<file path="config.mk">
export PLATFORM = sky130hd
export DESIGN_NAME = timer0_count_unit
export DESIGN_NICKNAME = d
export VERILOG_FILES = /design/src/rtl/timer0_count_unit.sv
export SDC_FILE = /design/constraint.sdc
export NUM_CORES = 1
export LEC_CHECK = 0
export ABC_AREA = 0
export BUFFER_PORTS_ARGS = -buffer_cell sky130_fd_sc_hd__buf_4
export CELL_PAD_IN_SITES_DETAIL_PLACEMENT = 0
export CELL_PAD_IN_SITES_GLOBAL_PLACEMENT = 1
export CORE_AREA = 2 2 56 71
export CTS_BUF_LIST = sky130_fd_sc_hd__clkbuf_4
export DETAILED_ROUTE_END_ITERATION = 7
export DIE_AREA = 0 0 58 73
export GPL_TIMING_DRIVEN = 0
export PLACE_DENSITY = 0.82
export SLEW_MARGIN = 20
export SYNTH_ARGS = -nofsm -noshare
export SYNTH_HDL_FRONTEND = slang
export SYNTH_SLANG_ARGS = --single-unit
</file>
<file path="constraint.sdc">
create_clock -name sysClock -period 4.1 [get_ports sysClock]
set_clock_uncertainty 0.1 [all_clocks]
set_input_delay 0.205 -clock sysClock [delete_from_list [all_inputs] [get_ports sysClock]]
set_output_delay 0.205 -clock sysClock [all_outputs]
set_load 0.01 [all_outputs]
</file>
<file path="src/rtl/timer0_count_unit.sv">
// Timer/Counter0 next-state unit: clock-select tick generation, TCNT0 next value
// (normal/CTC), one-cycle OCF0/TOV0 set pulses and the two interrupt requests.
module timer0_count_unit #(
  parameter int PRESCALE_WIDTH = 10,  // must be >= 10 for the clk/1024 tap
  parameter int SYNC_STAGES    = 2    // must be >= 2
) (
  input  logic       sysClock,
  input  logic       system_reset,
  input  logic [7:0] TCCR_value,
  input  logic [7:0] OCR_value,
  input  logic [7:0] TCNT_value,
  input  logic [7:0] TIMSK_value,
  input  logic [7:0] TIFR_value,
  input  logic       cpu_tcnt_write,
  input  logic [7:0] cpu_tcnt_data,
  input  logic       prescaler_reset,
  input  logic       T0_pin,
  output logic [7:0] TCNT_next,
  output logic       tick,
  output logic       ocf_set,
  output logic       tov_set,
  output logic       irq_compare,
  output logic       irq_overflow
);

  typedef enum logic [2:0] {
    CS_STOP    = 3'b000,
    CS_DIV1    = 3'b001,
    CS_DIV8    = 3'b010,
    CS_DIV64   = 3'b011,
    CS_DIV256  = 3'b100,
    CS_DIV1024 = 3'b101,
    CS_T0_FALL = 3'b110,
    CS_T0_RISE = 3'b111
  } clk_sel_e;

  clk_sel_e                  clk_sel;
  logic                      ctc_mode;
  logic [PRESCALE_WIDTH-1:0] prescaler;
  logic [SYNC_STAGES-1:0]    t0_sync;
  logic                      t0_last;
  logic                      t0_rise;
  logic                      t0_fall;
  logic                      tick_cond;
  logic                      block_cmp;
  logic                      cmp_match;
  logic                      unused_bits;

  assign clk_sel  = clk_sel_e'(TCCR_value[2:0]);
  assign ctc_mode = TCCR_value[3] & ~TCCR_value[6];

  // Edge detection looks at the last synchroniser stage against one extra delay.
  assign t0_rise = t0_sync[SYNC_STAGES-1] & ~t0_last;
  assign t0_fall = ~t0_sync[SYNC_STAGES-1] & t0_last;

  // NOTE: every variable gets a default before the case so no latch is inferred.
  always_comb begin
    tick_cond = 1'b0;
    case (clk_sel)
      CS_STOP:    tick_cond = 1'b0;
      CS_DIV1:    tick_cond = 1'b1;
      CS_DIV8:    tick_cond = ~prescaler_reset & (&prescaler[2:0]);
      CS_DIV64:   tick_cond = ~prescaler_reset & (&prescaler[5:0]);
      CS_DIV256:  tick_cond = ~prescaler_reset & (&prescaler[7:0]);
      CS_DIV1024: tick_cond = ~prescaler_reset & (&prescaler[9:0]);
      CS_T0_FALL: tick_cond = t0_fall;
      CS_T0_RISE: tick_cond = t0_rise;
    endcase
  end

  // NOTE: sequential state uses non-blocking assignments so all flops update together.
  always_ff @(posedge sysClock or negedge system_reset) begin
    if (!system_reset) begin
      prescaler <= '0;
      t0_sync   <= '0;
      t0_last   <= 1'b0;
      tick      <= 1'b0;
      block_cmp <= 1'b0;
    end else begin
      if (prescaler_reset || clk_sel == CS_STOP) begin
        prescaler <= '0;
      end else begin
        prescaler <= prescaler + PRESCALE_WIDTH'(1);
      end
      t0_sync <= {t0_sync[SYNC_STAGES-2:0], T0_pin};
      t0_last <= t0_sync[SYNC_STAGES-1];
      tick    <= tick_cond;
      // A CPU write masks the compare match on the first timer tick that follows it.
      if (cpu_tcnt_write) begin
        block_cmp <= 1'b1;
      end else if (tick) begin
        block_cmp <= 1'b0;
      end
    end
  end

  assign cmp_match = (TCNT_value == OCR_value);

  always_comb begin
    TCNT_next = TCNT_value;
    if (!system_reset) begin
      TCNT_next = TCNT_value;
    end else if (cpu_tcnt_write) begin
      TCNT_next = cpu_tcnt_data;
    end else if (tick && ctc_mode && cmp_match) begin
      TCNT_next = 8'h00;
    end else if (tick) begin
      TCNT_next = TCNT_value + 8'd1;
    end
  end

  assign ocf_set = tick & ~cpu_tcnt_write & ~block_cmp & cmp_match;
  assign tov_set = tick & ~cpu_tcnt_write & (TCNT_value == 8'hFF);

  assign irq_compare  = TIFR_value[1] & TIMSK_value[1];
  assign irq_overflow = TIFR_value[0] & TIMSK_value[0];

  assign unused_bits = ^{TCCR_value[7], TCCR_value[5:4], TIMSK_value[7:2], TIFR_value[7:2]};

endmodule

</file>
==> results, run 1 <==
- The clock tree from TritonCTS is built.
- The filler cells instantiated in the layout total 356.
- The buffer levels on the longest clock path is 2.
- The floorplan row count is 25.
- For this design the top-level I/O count stands at 66.
- The final-layout setup total negative slack is 0 ns.
- Once detail routing completed, the nets flagged for antenna violations numbered 0.
- In this run the tightest slew margin relative to its limit is 0.679.
- For this configuration, the core starts out at a cell density of 0.312.
- In this run the cell area of the synthesized design comes to 1130 um2.
- The number of cell instances on the worst register-to-register path is 4.
- In the routed design, unresolved DRC markers number 0.
- In this run, post-CTS hold repair placed 2 buffers.
- After legalization and detailed placement, the total HPWL measured 2430 um.
- The clock transition at the registers of the reported paths is 0.08 ns.
- Dividing the final minimum period by the clock period gives 0.554.
- Measured along the x axis, the die boundary spans 58 um.
- The run finished with clean final reports.
- For this run, the register share of the synthesized area comes to 0.331.
- The number of sinks driven by the clock tree is 15.
- Each instance of the synthesized netlist takes up on average 8.39 um2.
- The core region is 3630 um2.
- In this run, the number of DRC markers left after iteration 0 of detailed routing was 74.
- The sort of element at the end of the critical path is an output port.
- The iteration count of the initial detailed-routing pass is 4.
- The number of nets produced by synthesis is 191.
- Dividing the detail-routed wire length by the instance count gives 13.5 um.
- Max-cap violations in this run came to 0.
- The fraction of final layout cells with drive strength greater than 1 is 0.309.
- Setup repair after global routing left no endpoint under its margin.
- The number of failing hold endpoints at the final stage was 0.
- The number of antenna violations at the first check in global routing is 0.
- The worst flop-to-flop path endpoint is prescaler[8]$_DFF_PN0_.
- For this block, the routed nets add up to 3120 um of wire.
- The leakage power summed over all cells is 0.744 nW.
- The worst register-to-register path has a setup slack of 2.60 ns.
- The library cells used most frequently in the layout, excluding fill and tap cells, are buf_4 (50), nand2_1 (19), dfrtp_1 (15), nor2_1 (11).
- The synthesis-to-layout area growth is 42.0%.
- The number of global-route vias before repair came to 1173.
- Setup violations remaining at the end of the flow were counted as 0.
- At the end of routability-driven placement, the weighted congestion stood at 0.875.
- The classification of the worst-slack hold path is input pin to flip-flop.
- At the pin with the least slew margin, the transition time is 0.481 ns.
- The number of diodes added for antenna fixing is 0.
- The pin count of the biggest net entering global routing is 24.
- The maximum clock frequency is 440 MHz.
- The total die area is 4230 um2.
- In this run the worst path has a maximum fanout of 10.
- At the end of the flow the core is filled with cells to 0.443.
- The total global routing overflow is 0.
- The maximum vdd drop is 0.149 mV.
- The count of yosys warnings during synthesis is 0.
- The number of flip-flops and latches in the synthesized netlist is 15.
- The first global-routing pass estimated 4890 um of wire.
- The clock latency reported for the late side of the worst-skew pair is 0.27 ns.
- The time the final worst path needs with I/O delays and setup is 2.27 ns.
- Counting instances, the worst hold path has a depth of 2.
- In the global route stage, overall resource usage came out at 0.145.
- Post-CTS timing repair inserted 0 buffers for setup.
- The sort of element at the start of the critical path is a flip-flop.
- The count of cells resized by post-cts repair is 0.
- The root cell of the clock tree is clkbuf_4.
- In the routed layout, each cell is associated on average with a via count of 5.35.
- The final-report max-slew violation count is 0.
- The path with the worst hold slack has its endpoint at tick$_DFF_PN0_.
- The distinct cell type count after synthesis is 33.
- The total via count in the routed design is 1235.
- Counting the buffers created by CTS gives 3.
- During placement, the flow inserted port buffers numbering 50.
- STA puts the critical path data required time at 3.80 ns.
- The hold path startpoint is TCCR_value[2].
- By startpoint and endpoint, the worst setup path is classified as flip-flop to output port.
- The data arrival time of the critical path is 1.97 ns.
- The cell count after synthesis came out at 135.
- The commonest non-fill, non-tap cell in the layout is buf_4.
- For this design the ratio of total power to cell area is 218 nW/um2.
- The net count of the finished layout is 248.
- In this run the vertical extent of the chip is 73 um.
- Summing all flip-flop and latch instances after layout gives 375 um2.
- The worst register-to-register path begins at prescaler[0]$_DFF_PN0_.
- The H-tree level count is 1.
- In the final layout, the multi-input gates occupy 716 um2.
-- metrics by stage --
step	std cells	hold WS [ns]	power (mW)	area, um2	worst slack (ns)
after CTS	231	0.0267	0.356	1610	1.81
after detailed placement	225	0.00292	0.266	1560	2.07
after global placement	225	-0.000590	0.264	1560	2.06
after floorplan	135	-0.191	0.205	1130	2.39
final	231	0.0377	0.350	1610	1.83
after global routing	231	0.0218	0.376	1610	1.68
-- per-layer routing --
| metal | vias up | global-route usage | share of wire |
|---|---|---|---|
| met5 | - | 0 | 0 |
| met4 | 0 | 0.0594 | 0.0074 |
| met3 | 4 | 0.0337 | 0.099 |
| met2 | 68 | 0.269 | 0.51 |
| met1 | 560 | 0.154 | 0.39 |
| li1 | 603 | - | - |
-- synth_stat cells --
master,n,area [um2]
a21oi_1,3,15.0
o21ai_0,8,40.0
nand2_1,19,71.3
xnor2_2,1,16.3
xor2_1,5,43.8
nand2b_1,3,18.8
buf_6,1,11.3
and4_1,2,17.5
ha_1,3,37.5
a32oi_1,2,17.5
nor3_1,5,25.0
a211o_1,1,8.76
o21ai_1,3,15.0
and2_1,2,12.5
nor4bb_1,1,10.0
and3_1,3,18.8
xnor2_1,8,70.1
nor4_4,1,21.3
a211oi_1,1,7.51
nand3_2,1,10.0
nor2_1,11,41.3
a22o_1,6,52.6
o41ai_1,4,35.0
nand3_1,7,35.0
clkbuf_1,4,15.0
a21o_1,1,7.51
inv_1,4,15.0
nand4_1,2,12.5
o31ai_1,3,22.5
or3_1,3,18.8
nand3b_1,1,7.51
dfrtp_1,15,375
or2_2,1,6.26
-- critical path: stages, from the launching register on --
cell	delay (ns)
dfrtp_1	0.48
nand2_1	0.16
nor4_4	0.39
buf_6	0.19
o31ai_1	0.08
a22o_1	0.24
buf_4	0.14
-- state kept, by name, summed over array words and instances, names as in the netlist --
register / cells
block_cmp: 1
prescaler: 10
t0_last: 1
t0_sync: 2
tick: 1
-- how the worst max path moves through the flow --
stage | startpoint | end | slack (ns) | depth (start not counted)
after floorplan | tick$_DFF_PN0_ | TCNT_next[7] | 2.39 | 5
after global placement | TCNT_value[2] | TCNT_next[7] | 2.06 | 8
after detailed placement | TCNT_value[6] | TCNT_next[7] | 2.07 | 8
after CTS | tick$_DFF_PN0_ | TCNT_next[7] | 1.81 | 6
after global routing | tick$_DFF_PN0_ | TCNT_next[7] | 1.68 | 6
final | tick$_DFF_PN0_ | TCNT_next[7] | 1.83 | 6
-- layout make-up --
| type | count | area share |
|---|---|---|
| Multi-Input combinational cell | 111 | 0.445 |
| Buffer | 5 | 0.0163 |
| Timing Repair Buffer | 52 | 0.246 |
| Inverter | 4 | 0.00934 |
| Sequential cell | 15 | 0.233 |
| Tap cell | 40 | 0.0311 |
| Clock buffer | 4 | 0.0187 |
-- logic make-up after synthesis --
| logic type | count (synthesis) | synth area share |
|---|---|---|
| buffers and inverters | 9 | 0.0365 |
| flip-flops | 15 | 0.331 |
| XOR/XNOR | 14 | 0.115 |
| AND/OR/NAND/NOR | 62 | 0.288 |
| adder cells (fa/ha/maj) | 3 | 0.0332 |
| AO/OA/AOI/OAI | 32 | 0.196 |
-- where the power goes --
group / internal (mW) / leakage, nW / switching (mW)
logic: 0.0569 / 0.530 / 0.0504
registers: 0.153 / 0.195 / 0.00466
clock network: 0.0442 / 0.0184 / 0.0412
total: 0.254 / 0.744 / 0.0962
No activity file was read; power rests on OpenSTA's default activity.
==> run 2, diff against run 1 <==
- CORE_AREA: 2 2 56 71 -> 2 2 60 77
- DIE_AREA: 0 0 58 73 -> 0 0 62 79
- PLACE_DENSITY: 0.82 -> 0.75
- clock period: 4.1 -> 1.9 ns (I/O delays scaled with it)
==> run 2 against run 1 <==
  * Sequential power increased by 120%
  * Non-clock buffer count increased by 5
  * Sequential share of layout area decreased by 1.6 points
  * Count of clock-buffer cells in the layout decreased by 1
  * Critical path depth unchanged
  * Flip-flop and latch count unchanged
  * Worst hold slack improved by 0.0095 ns
  * Combinational power increased by 130%
  * Cell count increased by 10%
  * Via count increased by 1.6%
==> results, run 2 (synthesis results as in run 1) <==
- Run status: finished, final reports clean (unchanged).
- The number of antenna violations at the first check in global routing is 0 (unchanged).
- The synthesis-to-layout area growth is 52.9% (was 42.0%).
- The root cell of the clock tree is clkbuf_4 (unchanged).
- The maximum vdd drop is 0.291 mV (was 0.149 mV).
- The number of I/O pins is 66 (unchanged).
- The hold path startpoint is TCCR_value[0] (was TCCR_value[2]).
- The overall power is 0.771 mW (was 0.350 mW).
- The iteration-0 DRC count of the detailed router is 83 (was 74).
- The final setup violation count is 0 (unchanged).
- The number of failing hold endpoints at the final stage is 0 (unchanged).
- The height of the die is 79 um (was 73 um).
- The worst endpoint required time is 1.70 ns (was 3.80 ns).
- The starting density of the core is 0.268 (was 0.312).
- The horizontal extent of the die came to 62 um (was 58 um).
- The number of nets at the end of the flow was 253 (was 248).
- The flip-flop count of the largest register after layout is 10 (unchanged).
- Sequence of cells on the critical path: buf_4 -> and4_4 -> nand3_2 -> o41ai_2 -> a22o_1 -> buf_4 (was nand2_1 -> nor4_4 -> buf_6 -> o31ai_1 -> a22o_1 -> buf_4).
- The count of filler cells inserted in the layout is 442 (was 356).
- The half-perimeter wire length after placement is 2510 um (was 2430 um).
- The critical-path maximum fanout was 6 (was 10).
- Setup repair after global routing missed its margin: true (was false).
- The actual transition at the worst max-transition pin is 0.685 ns (was 0.481 ns).
- The H-tree level count was 1 (unchanged).
- Commonest non-fill, non-tap cells in the layout: buf_4 (54), nand2_1 (18), dfrtp_1 (14), nor2_1 (11), xnor2_1 (8) (was buf_4 (50), nand2_1 (19), dfrtp_1 (15), nor2_1 (11)).
- The number of standard cells in the final layout excluding fillers is 254 (was 231).
- The kind of critical path was flip-flop to output port (unchanged).
- The floorplan row count came to 27 (was 25).
- The clock tree from TritonCTS is built (unchanged).
- The final-layout worst hold slack came to 0.0472 ns (was 0.0377 ns).
- The sum of buffers and inverters on the critical path is 2 (unchanged).
- The placer congestion estimate was 0.825 (was 0.875).
- The fraction of final layout cells with drive strength greater than 1 is 0.383 (was 0.309).
- The total detailed-routing wirelength is 3270 um (was 3120 um).
- The data arrival time of the critical path came to 1.64 ns (was 1.97 ns).
- The maximum clock frequency is 544 MHz.
- The total via count in the routed design is 1255 (was 1235).
- The final-layout setup total negative slack was 0 ns (unchanged).
- The number of buffers created by CTS came to 3 (unchanged).
- The number of global-route vias before repair was 1126 (was 1173).
- The iteration count of the initial detailed-routing pass is 4 (unchanged).
- The register with the most flip-flops is prescaler (unchanged).
- The number of vias per cell is 4.94 (was 5.35).
- The sort of element at the start of the critical path is a flip-flop (unchanged).
- Registers with the most flip-flops: prescaler x10, t0_sync x2 (unchanged).
- The number of sinks driven by the clock tree is 15 (unchanged).
- The max-cap check violation count is 0 (unchanged).
- The clock latency reported for the late side of the worst-skew pair was 0.28 ns (was 0.27 ns).
- The residual antenna-violating net count after detailed routing is 0 (unchanged).
- The cell class contributing the biggest share of worst-path delay was flip-flops (was simple AND/OR/NAND/NOR gates).
- The clock transition at the registers of the reported paths is 0.09 ns (was 0.08 ns).
- The normalized max-slew margin is 0.542 (was 0.679).
- The count of unresolved DRC violations after routing came to 0 (unchanged).
- The total die area was 4900 um2 (was 4230 um2).
- The total global routing overflow was 0 (unchanged).
- The number of diodes added for antenna fixing is 0 (unchanged).
- The time the final worst path needs with I/O delays and setup is 1.84 ns.
- The pin count of the biggest net entering global routing is 16 (was 24).
- The power density over the cells is 445 nW/um2 (was 218 nW/um2).
- The wire length per cell came to 12.9 um (was 13.5 um).
- The buffer levels on the longest clock path is 2 (unchanged).
- The overall track demand over capacity in global routing came to 0.131 (was 0.145).
- The wire length of the first global-routing pass was 4950 um (was 4890 um).
- The slowest cell on the critical path is dfrtp_2 (was dfrtp_1).
- The worst path setup slack after routing is 0.0629 ns (was 1.83 ns).
- The final-report max-slew violation count is 0 (unchanged).
- The worst setup slack before clock tree synthesis is -0.0125 ns (was 2.07 ns).
- The worst setup slack for register-to-register paths is 0.41 ns (was 2.60 ns).
- The leakage power summed over all cells is 0.795 nW (was 0.744 nW).
- The largest incremental delay on the critical path is 0.44 ns (was 0.48 ns).
- The port buffer count came to 50 (unchanged).
- The classification of the worst-slack hold path is input pin to flip-flop (unchanged).
- The startpoint of the worst register-to-register path is prescaler[0]$_DFF_PN0_ (unchanged).
- The commonest non-fill, non-tap cell in the layout is buf_4 (unchanged).
- The cell count after placement came to 243 (was 225).
- The origin of the worst setup path is tick$_DFF_PN0_ (unchanged).
- The most frequent cell on the critical path is buf_4.
- The sort of element at the end of the critical path is an output port (unchanged).
- The area inside the core boundary was 4220 um2 (was 3630 um2).
- The final clock period utilization by the worst path is 0.967.
==> run 2: area by class of cell <==
class	count	area [um2]	area share
multi-input cells	111	778	0.449
plain buffers	5	26.3	0.0152
clock buffers	3	22.5	0.0130
flip-flops and latches	15	377	0.217
clock inverters	1	5.00	0.00289
well taps	58	72.6	0.0419
inverters	4	15.0	0.00867
repair buffers	57	435	0.251
==> run 2: routing by layer <==
layer,vias up,global-route usage,share of wire
met5,-,0,0
met4,0,0.0553,0.014
met3,6,0.0179,0.084
met2,56,0.231,0.50
met1,580,0.150,0.40
li1,613,-,-
==> run 2: power breakdown <==
group          internal [mW]  switching (mW)  total, mW  leakage, nW
Clock                 0.0781           0.102      0.180       0.0177
Combinational          0.135           0.116      0.250        0.583
Sequential             0.331         0.00986      0.341        0.194
==> run 2: worst paths after layout <==
check	cells after the start	endpoint
max	6	TCNT_next[5]
min	3	tick$_DFF_PN0_
max reg2reg	4	prescaler[8]$_DFF_PN0_
min reg2reg	0	t0_sync[1]$_DFF_PN0_
max in group asynchronous	2	tick$_DFF_PN0_
min in group asynchronous	2	prescaler[6]$_DFF_PN0_
==> run 2: worst min-delay path, delay by kind of cell <==
family                 cells  cell delay [ns]
AOI/OAI and AO/OA          2             0.18
buffers and inverters      1             0.12
==> run 2: what timing repair did <==
item,4_1_cts,5_1_grt
hold buffers,3,0
gates resized for setup,4,11
endpoints found under the setup margin,8,7
buffers inserted,4,0
pin swaps,1,2
endpoints found under the hold margin,17,0
==> run 2: through the flow <==
stage / instance area [um2] / util
2_1_floorplan: 1130 / -
3_3_place_gp: 1580 / 0.374
3_5_place_dp: 1580 / 0.374
4_1_cts: 1670 / 0.396
5_1_grt: 1730 / 0.410
6_report: 1730 / 0.410
